`src/rtl/lsu_pkg.sv`:
```
// rtl/lsu_pkg.sv - shared types, lane offsets and lane extract/merge helpers for the load/store unit
package lsu_pkg;

   typedef enum logic [1:0] {
      SZ_B   = 2'b00,
      SZ_H   = 2'b01,
      SZ_W   = 2'b10,
      SZ_RSV = 2'b11
   } size_t;

   typedef enum logic [1:0] {
      IDLE   = 2'd0,
      ACCESS = 2'd1,
      WRITE  = 2'd2
   } state_t;

   // Big-endian lanes: offset 0 is the most significant byte/half of the word
   localparam logic [1:0] OFF_B0 = 2'd0;
   localparam logic [1:0] OFF_B1 = 2'd1;
   localparam logic [1:0] OFF_B2 = 2'd2;
   localparam logic [1:0] OFF_B3 = 2'd3;
   localparam logic [1:0] OFF_H0 = 2'd0;
   localparam logic [1:0] OFF_H1 = 2'd2;

   function automatic logic [31:0] lane_extract(input logic [31:0] word, input logic [1:0] size,
                                                input logic [1:0] off, input logic uns);
      logic [7:0]  b;
      logic [15:0] h;
      logic [31:0] r;
      case (off)
         OFF_B0:  b = word[31:24];
         OFF_B1:  b = word[23:16];
         OFF_B2:  b = word[15:8];
         default: b = word[7:0];
      endcase
      h = (off == OFF_H1) ? word[15:0] : word[31:16];
      case (size)
         SZ_B:    r = {{24{~uns & b[7]}}, b};
         SZ_H:    r = {{16{~uns & h[15]}}, h};
         default: r = word;
      endcase
      return r;
   endfunction

   function automatic logic [31:0] lane_merge(input logic [31:0] old, input logic [31:0] wdata,
                                              input logic [1:0] size, input logic [1:0] off);
      logic [31:0] r;
      case (size)
         SZ_B: begin
            case (off)
               OFF_B0:  r = {wdata[7:0], old[23:0]};
               OFF_B1:  r = {old[31:24], wdata[7:0], old[15:0]};
               OFF_B2:  r = {old[31:16], wdata[7:0], old[7:0]};
               default: r = {old[31:8], wdata[7:0]};
            endcase
         end
         SZ_H:    r = (off == OFF_H1) ? {old[31:16], wdata[15:0]} : {wdata[15:0], old[15:0]};
         default: r = wdata;
      endcase
      return r;
   endfunction

endpackage

```
`src/rtl/lsu_lane_merge.sv`:
```
// rtl/lsu_lane_merge.sv - combinational load extract/extend and sub-word store merge
module lsu_lane_merge
   import lsu_pkg::*;
(
   input  logic [1:0]  size,
   input  logic [1:0]  offset,
   input  logic        uns,
   input  logic [31:0] mem_word,
   input  logic [31:0] wdata,
   output logic [31:0] load_data,
   output logic [31:0] merged
);

   assign load_data = lane_extract(mem_word, size, offset, uns);
   assign merged    = lane_merge(mem_word, wdata, size, offset);

endmodule

```
`src/rtl/data_mem_lsu.sv`:
```
// rtl/data_mem_lsu.sv - load/store unit for the word-wide data memory; LSU_MISALIGN_TRAP_EN enables misalignment traps
module data_mem_lsu
   import lsu_pkg::*;
#(
   parameter int MEM_AW = 8,
   parameter int XLEN   = 32
) (
   input  logic              clk,
   input  logic              rst,
   input  logic              req_valid,
   output logic              req_ready,
   input  logic              req_we,
   input  logic [1:0]        req_size,
   input  logic              req_unsigned,
   input  logic [XLEN-1:0]   req_addr,
   input  logic [XLEN-1:0]   req_wdata,
   output logic              resp_valid,
   output logic [XLEN-1:0]   resp_rdata,
   output logic              resp_err,
   output logic [MEM_AW-1:0] mem_addr,
   output logic [XLEN-1:0]   mem_din,
   output logic              mem_we,
   input  logic [XLEN-1:0]   mem_dout
);

   localparam logic [1:0] ST_IDLE   = IDLE;
   localparam logic [1:0] ST_ACCESS = ACCESS;
   localparam logic [1:0] ST_WRITE  = WRITE;

   logic [1:0]        state;
   logic              we_q;
   logic              uns_q;
   logic              err_q;
   logic [1:0]        size_q;
   logic [1:0]        off_q;
   logic [MEM_AW-1:0] addr_q;
   logic [XLEN-1:0]   wdata_q;
   logic [XLEN-1:0]   hold_q;
   logic [XLEN-1:0]   load_data;
   logic [XLEN-1:0]   merged;
   logic [1:0]        acc_size;
   logic [1:0]        acc_off;
   logic              acc_err;
   logic              unused_addr;

   assign unused_addr = ^req_addr[XLEN-1:MEM_AW+2];

   // Reserved size behaves as a word; sub-size offset bits are aligned down
   always_comb begin
      acc_size = (req_size == SZ_RSV) ? SZ_W : req_size;
      case (acc_size)
         SZ_B:    acc_off = req_addr[1:0];
         SZ_H:    acc_off = {req_addr[1], 1'b0};
         default: acc_off = 2'b00;
      endcase
`ifdef LSU_MISALIGN_TRAP_EN
      acc_err = ((req_size == SZ_H) && req_addr[0])
             || ((req_size == SZ_W) && (req_addr[1:0] != 2'b00))
             || (req_size == SZ_RSV);
`else
      acc_err = 1'b0;
`endif
   end

   lsu_lane_merge u_lane (
      .size      (size_q),
      .offset    (off_q),
      .uns       (uns_q),
      .mem_word  (mem_dout),
      .wdata     (wdata_q),
      .load_data (load_data),
      .merged    (merged)
   );

   assign req_ready = (state == ST_IDLE);
   assign mem_addr  = addr_q;
   assign mem_din   = (state == ST_WRITE) ? hold_q : wdata_q;
   assign mem_we    = !rst && (((state == ST_ACCESS) && we_q && !err_q && (size_q == SZ_W))
                               || (state == ST_WRITE));

   always_ff @(posedge clk) begin
      if (rst) begin
         state      <= ST_IDLE;
         we_q       <= 1'b0;
         uns_q      <= 1'b0;
         err_q      <= 1'b0;
         size_q     <= 2'b00;
         off_q      <= 2'b00;
         addr_q     <= '0;
         wdata_q    <= '0;
         hold_q     <= '0;
         resp_valid <= 1'b0;
         resp_rdata <= '0;
         resp_err   <= 1'b0;
      end else begin
         resp_valid <= 1'b0;
         resp_rdata <= '0;
         resp_err   <= 1'b0;
         case (state)
            ST_IDLE: begin
               if (req_valid) begin
                  we_q    <= req_we;
                  uns_q   <= req_unsigned;
                  err_q   <= acc_err;
                  size_q  <= acc_size;
                  off_q   <= acc_off;
                  addr_q  <= req_addr[MEM_AW+1:2];
                  wdata_q <= req_wdata;
                  state   <= ST_ACCESS;
               end
            end
            ST_ACCESS: begin
               if (err_q) begin
                  resp_valid <= 1'b1;
                  resp_err   <= 1'b1;
                  state      <= ST_IDLE;
               end else if (!we_q) begin
                  resp_valid <= 1'b1;
                  resp_rdata <= load_data;
                  state      <= ST_IDLE;
               end else if (size_q == SZ_W) begin
                  resp_valid <= 1'b1;
                  state      <= ST_IDLE;
               end else begin
                  hold_q <= merged;
                  state  <= ST_WRITE;
               end
            end
            ST_WRITE: begin
               resp_valid <= 1'b1;
               state      <= ST_IDLE;
            end
            default: state <= ST_IDLE;
         endcase
      end
   end

endmodule

```
`config.mk`:
```
export PLATFORM = sky130hd
export DESIGN_NAME = data_mem_lsu
export DESIGN_NICKNAME = d
export VERILOG_FILES = /design/src/rtl/lsu_pkg.sv /design/src/rtl/lsu_lane_merge.sv /design/src/rtl/data_mem_lsu.sv
export SDC_FILE = /design/constraint.sdc
export NUM_CORES = 1
export LEC_CHECK = 0
export ABC_AREA = 1
export ABC_CLOCK_PERIOD_IN_PS = 1450
export CORE_UTILIZATION = 44
export CTS_BUF_LIST = sky130_fd_sc_hd__clkbuf_2
export DETAILED_ROUTE_END_ITERATION = 8
export GPL_TIMING_DRIVEN = 0
export HOLD_SLACK_MARGIN = 0.03
export PLACE_DENSITY = 0.77
export SLEW_MARGIN = 20
export SYNTH_ARGS = -nofsm -noshare
export SYNTH_HDL_FRONTEND = slang
export SYNTH_SLANG_ARGS = --single-unit
export TNS_END_PERCENT = 10
```
`constraint.sdc`:
```
create_clock -name clk -period 1.45 [get_ports clk]
set_input_delay 0.3625 -clock clk [delete_from_list [all_inputs] [get_ports clk]]
set_output_delay 0.3625 -clock clk [all_outputs]
set_load 0.01 [all_outputs]
```
==> reports/qor.json <==
{
  "worst_hold_path": {
    "hold_path_startpoint": "req_addr[1]",
    "min-delay-path-class": "in2reg"
  },
  "drt": {
    "starting_drc_count_in_detailed_routing": 595,
    "drc_errors": 1,
    "drt.antenna.violating_nets": 0,
    "post_drt_via_cell_ratio": 5.31,
    "detail_route.first_pass.iterations": 9,
    "postRouteWirelength_microns": 22200,
    "via_count": 6822,
    "post_drt_wl_per_cell_microns": 17.3
  },
  "clocking": {
    "cts_num_sinks": 113,
    "clock_latency_ns": 0.74,
    "cts_root_buf": "sky130_fd_sc_hd__clkbuf_2",
    "clk_pin_slew_ns": 0.18,
    "cts_made_buffers": 17,
    "clock_tree_from_tritoncts": "yes",
    "clock_tree.htree_level_count": 4,
    "ctsLongestPathBuffers": 2
  },
  "global_routing": {
    "maximum_number_of_pins_on_one_net_before_global_route_repair": 17,
    "gr-total-overflow": 0,
    "number_of_global_route_vias_before_repair": 6393,
    "grt_pass1_wl_microns": 34600,
    "grt_antenna_before_repair": 0,
    "globalRouteTotalUtil": 0.324
  },
  "cells_and_area": {
    "n_fill_cell": 1219,
    "n_antenna_cell": 0,
    "multi_input_comb_area_sq_um": 3300,
    "final_cells": 1285,
    "drive_gt1_frac": 0.243,
    "layout.cell_area.non_filler_sq_um": 8330,
    "nets": 1206,
    "area_growth_pct": 41.4,
    "area.sequential_sq_um": 2290
  },
  "setup_path": {
    "worst_r2r_startpoint": "state[0]$_SDFFE_PP0P_",
    "timing.critical_path.to_type": "output pin",
    "crit_buf_inv": 4,
    "critical_path_required_ns": 1.09,
    "max_fanout_on_critical_path": 8,
    "timing.critical_path.max_delay_family": "buffers and inverters",
    "cp_data_arrival_time_ns": 1.94,
    "cp-start-kind": "register",
    "worst-setup-path-type": "reg2out",
    "worstPathCellList": "inv_2 > ha_4 > inv_12 > clkbuf_16 > a21oi_4 > buf_2",
    "critPathSlowestCell": "sky130_fd_sc_hd__dfxtp_2",
    "slowest_delay_ns": 0.36,
    "cp_launch_point": "state[0]$_SDFFE_PP0P_"
  },
  "synth": {
    "synth_seq_cells": 113,
    "synth_top_area_frac": 0.384,
    "synth_area_per_inst_sq_um": 6.41,
    "synthesis.instances": 919,
    "async_flop_share": 0,
    "seq_area_frac_synth": 0.384,
    "post_synth_edffs": 0,
    "synth_top_cell_by_area": "sky130_fd_sc_hd__dfxtp_1",
    "synth_nets": 1025,
    "area_contributors_post_synth": "sky130_fd_sc_hd__dfxtp_1 38%, sky130_fd_sc_hd__o21ai_0 13%, sky130_fd_sc_hd__nand2_1 12%, sky130_fd_sc_hd__a21oi_1 11%, sky130_fd_sc_hd__nor2_1 6.0%",
    "netlist_area_sq_um": 5890,
    "synth_most_common_cell": "sky130_fd_sc_hd__nand2_1",
    "synthFlopType": "sky130_fd_sc_hd__dfxtp_1",
    "yosys_warnings": 0,
    "netlist-cell-type-count": 28,
    "ys_top_cells_by_count": "185 x sky130_fd_sc_hd__nand2_1, 152 x sky130_fd_sc_hd__o21ai_0, 133 x sky130_fd_sc_hd__a21oi_1"
  },
  "place": {
    "worst_slack_at_placement_ns": -0.852,
    "placedInstanceArea_sq_um": 7730,
    "gp_routability_congestion": 0.986,
    "numPlacedInstances": 1245,
    "io_buffer_count": 154,
    "hpwlAfterDp_microns": 17100
  },
  "flow_run": {
    "reported_max_cap_violation_count": 0
  },
  "sta": {
    "min_period_ns": 2.30,
    "worst_hold_slack_ns": 0.141,
    "worst_setup_slack_final_ns": -0.848,
    "finalMaxSlewViolations": 0,
    "f_max_ghz": 0.435,
    "worst_slew_margin_rel": 0.611,
    "finalSetupViolations": 117,
    "period_share": 1.58,
    "grt_setup_unrepaired": "yes",
    "final-hold-violation-count": 0,
    "clock-skew-final_ns": 0.0291,
    "setup_tns_ns": -33.84,
    "worst_margin_pin_slew_ns": 0.581
  },
  "pwr": {
    "power_leakage_uw": 0.00384,
    "power.density_nw_per_um2": 905,
    "vdd_drop_max_mv": 0.632
  },
  "floorplan": {
    "ios": 179,
    "dieWidth_microns": 118,
    "die_area_sq_um": 13800,
    "coreArea_sq_um": 12800,
    "fp.dieH_microns": 118,
    "floorplan.initialDensity": 0.459,
    "rows": 41
  },
  "outcome": {
    "outcome": "complete, but fails checks",
    "failed_checks": "design-rule violations, negative setup slack"
  }
}
## what timing repair did
item,CTS,global route
hold buffers,2,0
setup endpoints to repair,186,183
gates cloned,3,0
hold endpoints to repair,4,0
buffers inserted,3,1
gates resized for setup,441,113
pin swaps,3,9
## worst register-to-register path: stages (launching register included)
cell and delay, ns:
sky130_fd_sc_hd__dfxtp_2 0.37, sky130_fd_sc_hd__buf_4 0.12, sky130_fd_sc_hd__ha_4 0.17, sky130_fd_sc_hd__inv_2 0.05, sky130_fd_sc_hd__nor3_4 0.45, sky130_fd_sc_hd__inv_4 0.14, sky130_fd_sc_hd__buf_6 0.18, sky130_fd_sc_hd__a21oi_1 0.14
## per-stage QoR
stage | total power, uW | util
floorplan | 4540 | -
global placement | 5510 | 0.603
detailed placement | 5520 | 0.603
CTS | 7410 | 0.631
global route | 7900 | 0.649
finish | 7540 | 0.649
## layout make-up
type / instances / share of cell area
multi-input cells: 648 / 0.396
flip-flops and latches: 113 / 0.275
repair buffers: 163 / 0.163
plain buffers: 64 / 0.0718
inverters: 93 / 0.0452
well taps: 172 / 0.0258
clock buffers: 20 / 0.0120
clock inverters: 12 / 0.0113
## layer usage
| layer | GRT usage | share of wire | up-vias |
|---|---|---|---|
| li1 | - | - | 3374 |
| met1 | 0.411 | 0.43 | 3089 |
| met2 | 0.524 | 0.46 | 309 |
| met3 | 0.0707 | 0.074 | 50 |
| met4 | 0.151 | 0.033 | 0 |
| met5 | 0 | 0 | - |
## final timing paths
check             depth (start not counted)                        to  slack [ns]
setup / recovery                          6                    mem_we       -0.85
hold / removal                            3     off_q[1]$_SDFFE_PP0P_        0.14
setup reg to reg                          7  resp_rdata[6]$_SDFF_PP0_       -0.23
hold reg to reg                           2  mem_addr[4]$_SDFFE_PP0P_        0.50
## flip-flops by register name, summed over array words and instances, names as in the netlist
signal / cells
hold_q: 32
mem_addr: 8
off_q: 2
resp_rdata: 32
resp_valid: 1
size_q: 2
state: 2
uns_q: 1
wdata_q: 32
we_q: 1
## cells by family (layout without fill, tap and decap cells)
group           count (synthesis)  in the layout  synth area share
compound gates                311            311             0.272
fa+ha+maj                       3              3           0.00638
buf+inv                       158            352             0.107
flops                         113            113             0.384
other cells                     1              1          0.000637
simple gates                  333            333             0.230
## layout by cell type (no fill, tap or decap), types with 4 or more instances in the layout
| cell type | n |
|---|---|
| sky130_fd_sc_hd__nand3_1 | 36 |
| sky130_fd_sc_hd__clkbuf_2 | 25 |
| sky130_fd_sc_hd__a21oi_2 | 10 |
| sky130_fd_sc_hd__clkinv_2 | 6 |
| sky130_fd_sc_hd__o21ai_1 | 37 |
| sky130_fd_sc_hd__inv_1 | 79 |
| sky130_fd_sc_hd__clkbuf_8 | 7 |
| sky130_fd_sc_hd__nor2_2 | 4 |
| sky130_fd_sc_hd__o211ai_1 | 7 |
| sky130_fd_sc_hd__clkinvlp_4 | 4 |
| sky130_fd_sc_hd__nand2_2 | 19 |
| sky130_fd_sc_hd__clkbuf_4 | 5 |
| sky130_fd_sc_hd__clkbuf_1 | 10 |
| sky130_fd_sc_hd__a21boi_0 | 8 |
| sky130_fd_sc_hd__nand2_1 | 165 |
| sky130_fd_sc_hd__clkdlybuf4s50_1 | 79 |
| sky130_fd_sc_hd__o21ai_0 | 103 |
| sky130_fd_sc_hd__buf_8 | 7 |
| sky130_fd_sc_hd__nor2_1 | 90 |
| sky130_fd_sc_hd__inv_2 | 9 |
| sky130_fd_sc_hd__buf_2 | 63 |
| sky130_fd_sc_hd__dfxtp_1 | 94 |
| sky130_fd_sc_hd__buf_6 | 30 |
| sky130_fd_sc_hd__dfxtp_2 | 17 |
| sky130_fd_sc_hd__o21ai_2 | 19 |
| sky130_fd_sc_hd__buf_4 | 14 |
| sky130_fd_sc_hd__a21oi_1 | 122 |
## power breakdown
part / total [uW] / switching (uW) / leakage [uW] / internal, uW
combinational: 2220 / 1280 / 0.00278 / 938
clock: 1850 / 1240 / 0.000123 / 610
sequential: 3470 / 162 / 0.000931 / 3310
(Power assumes the default switching activity.)
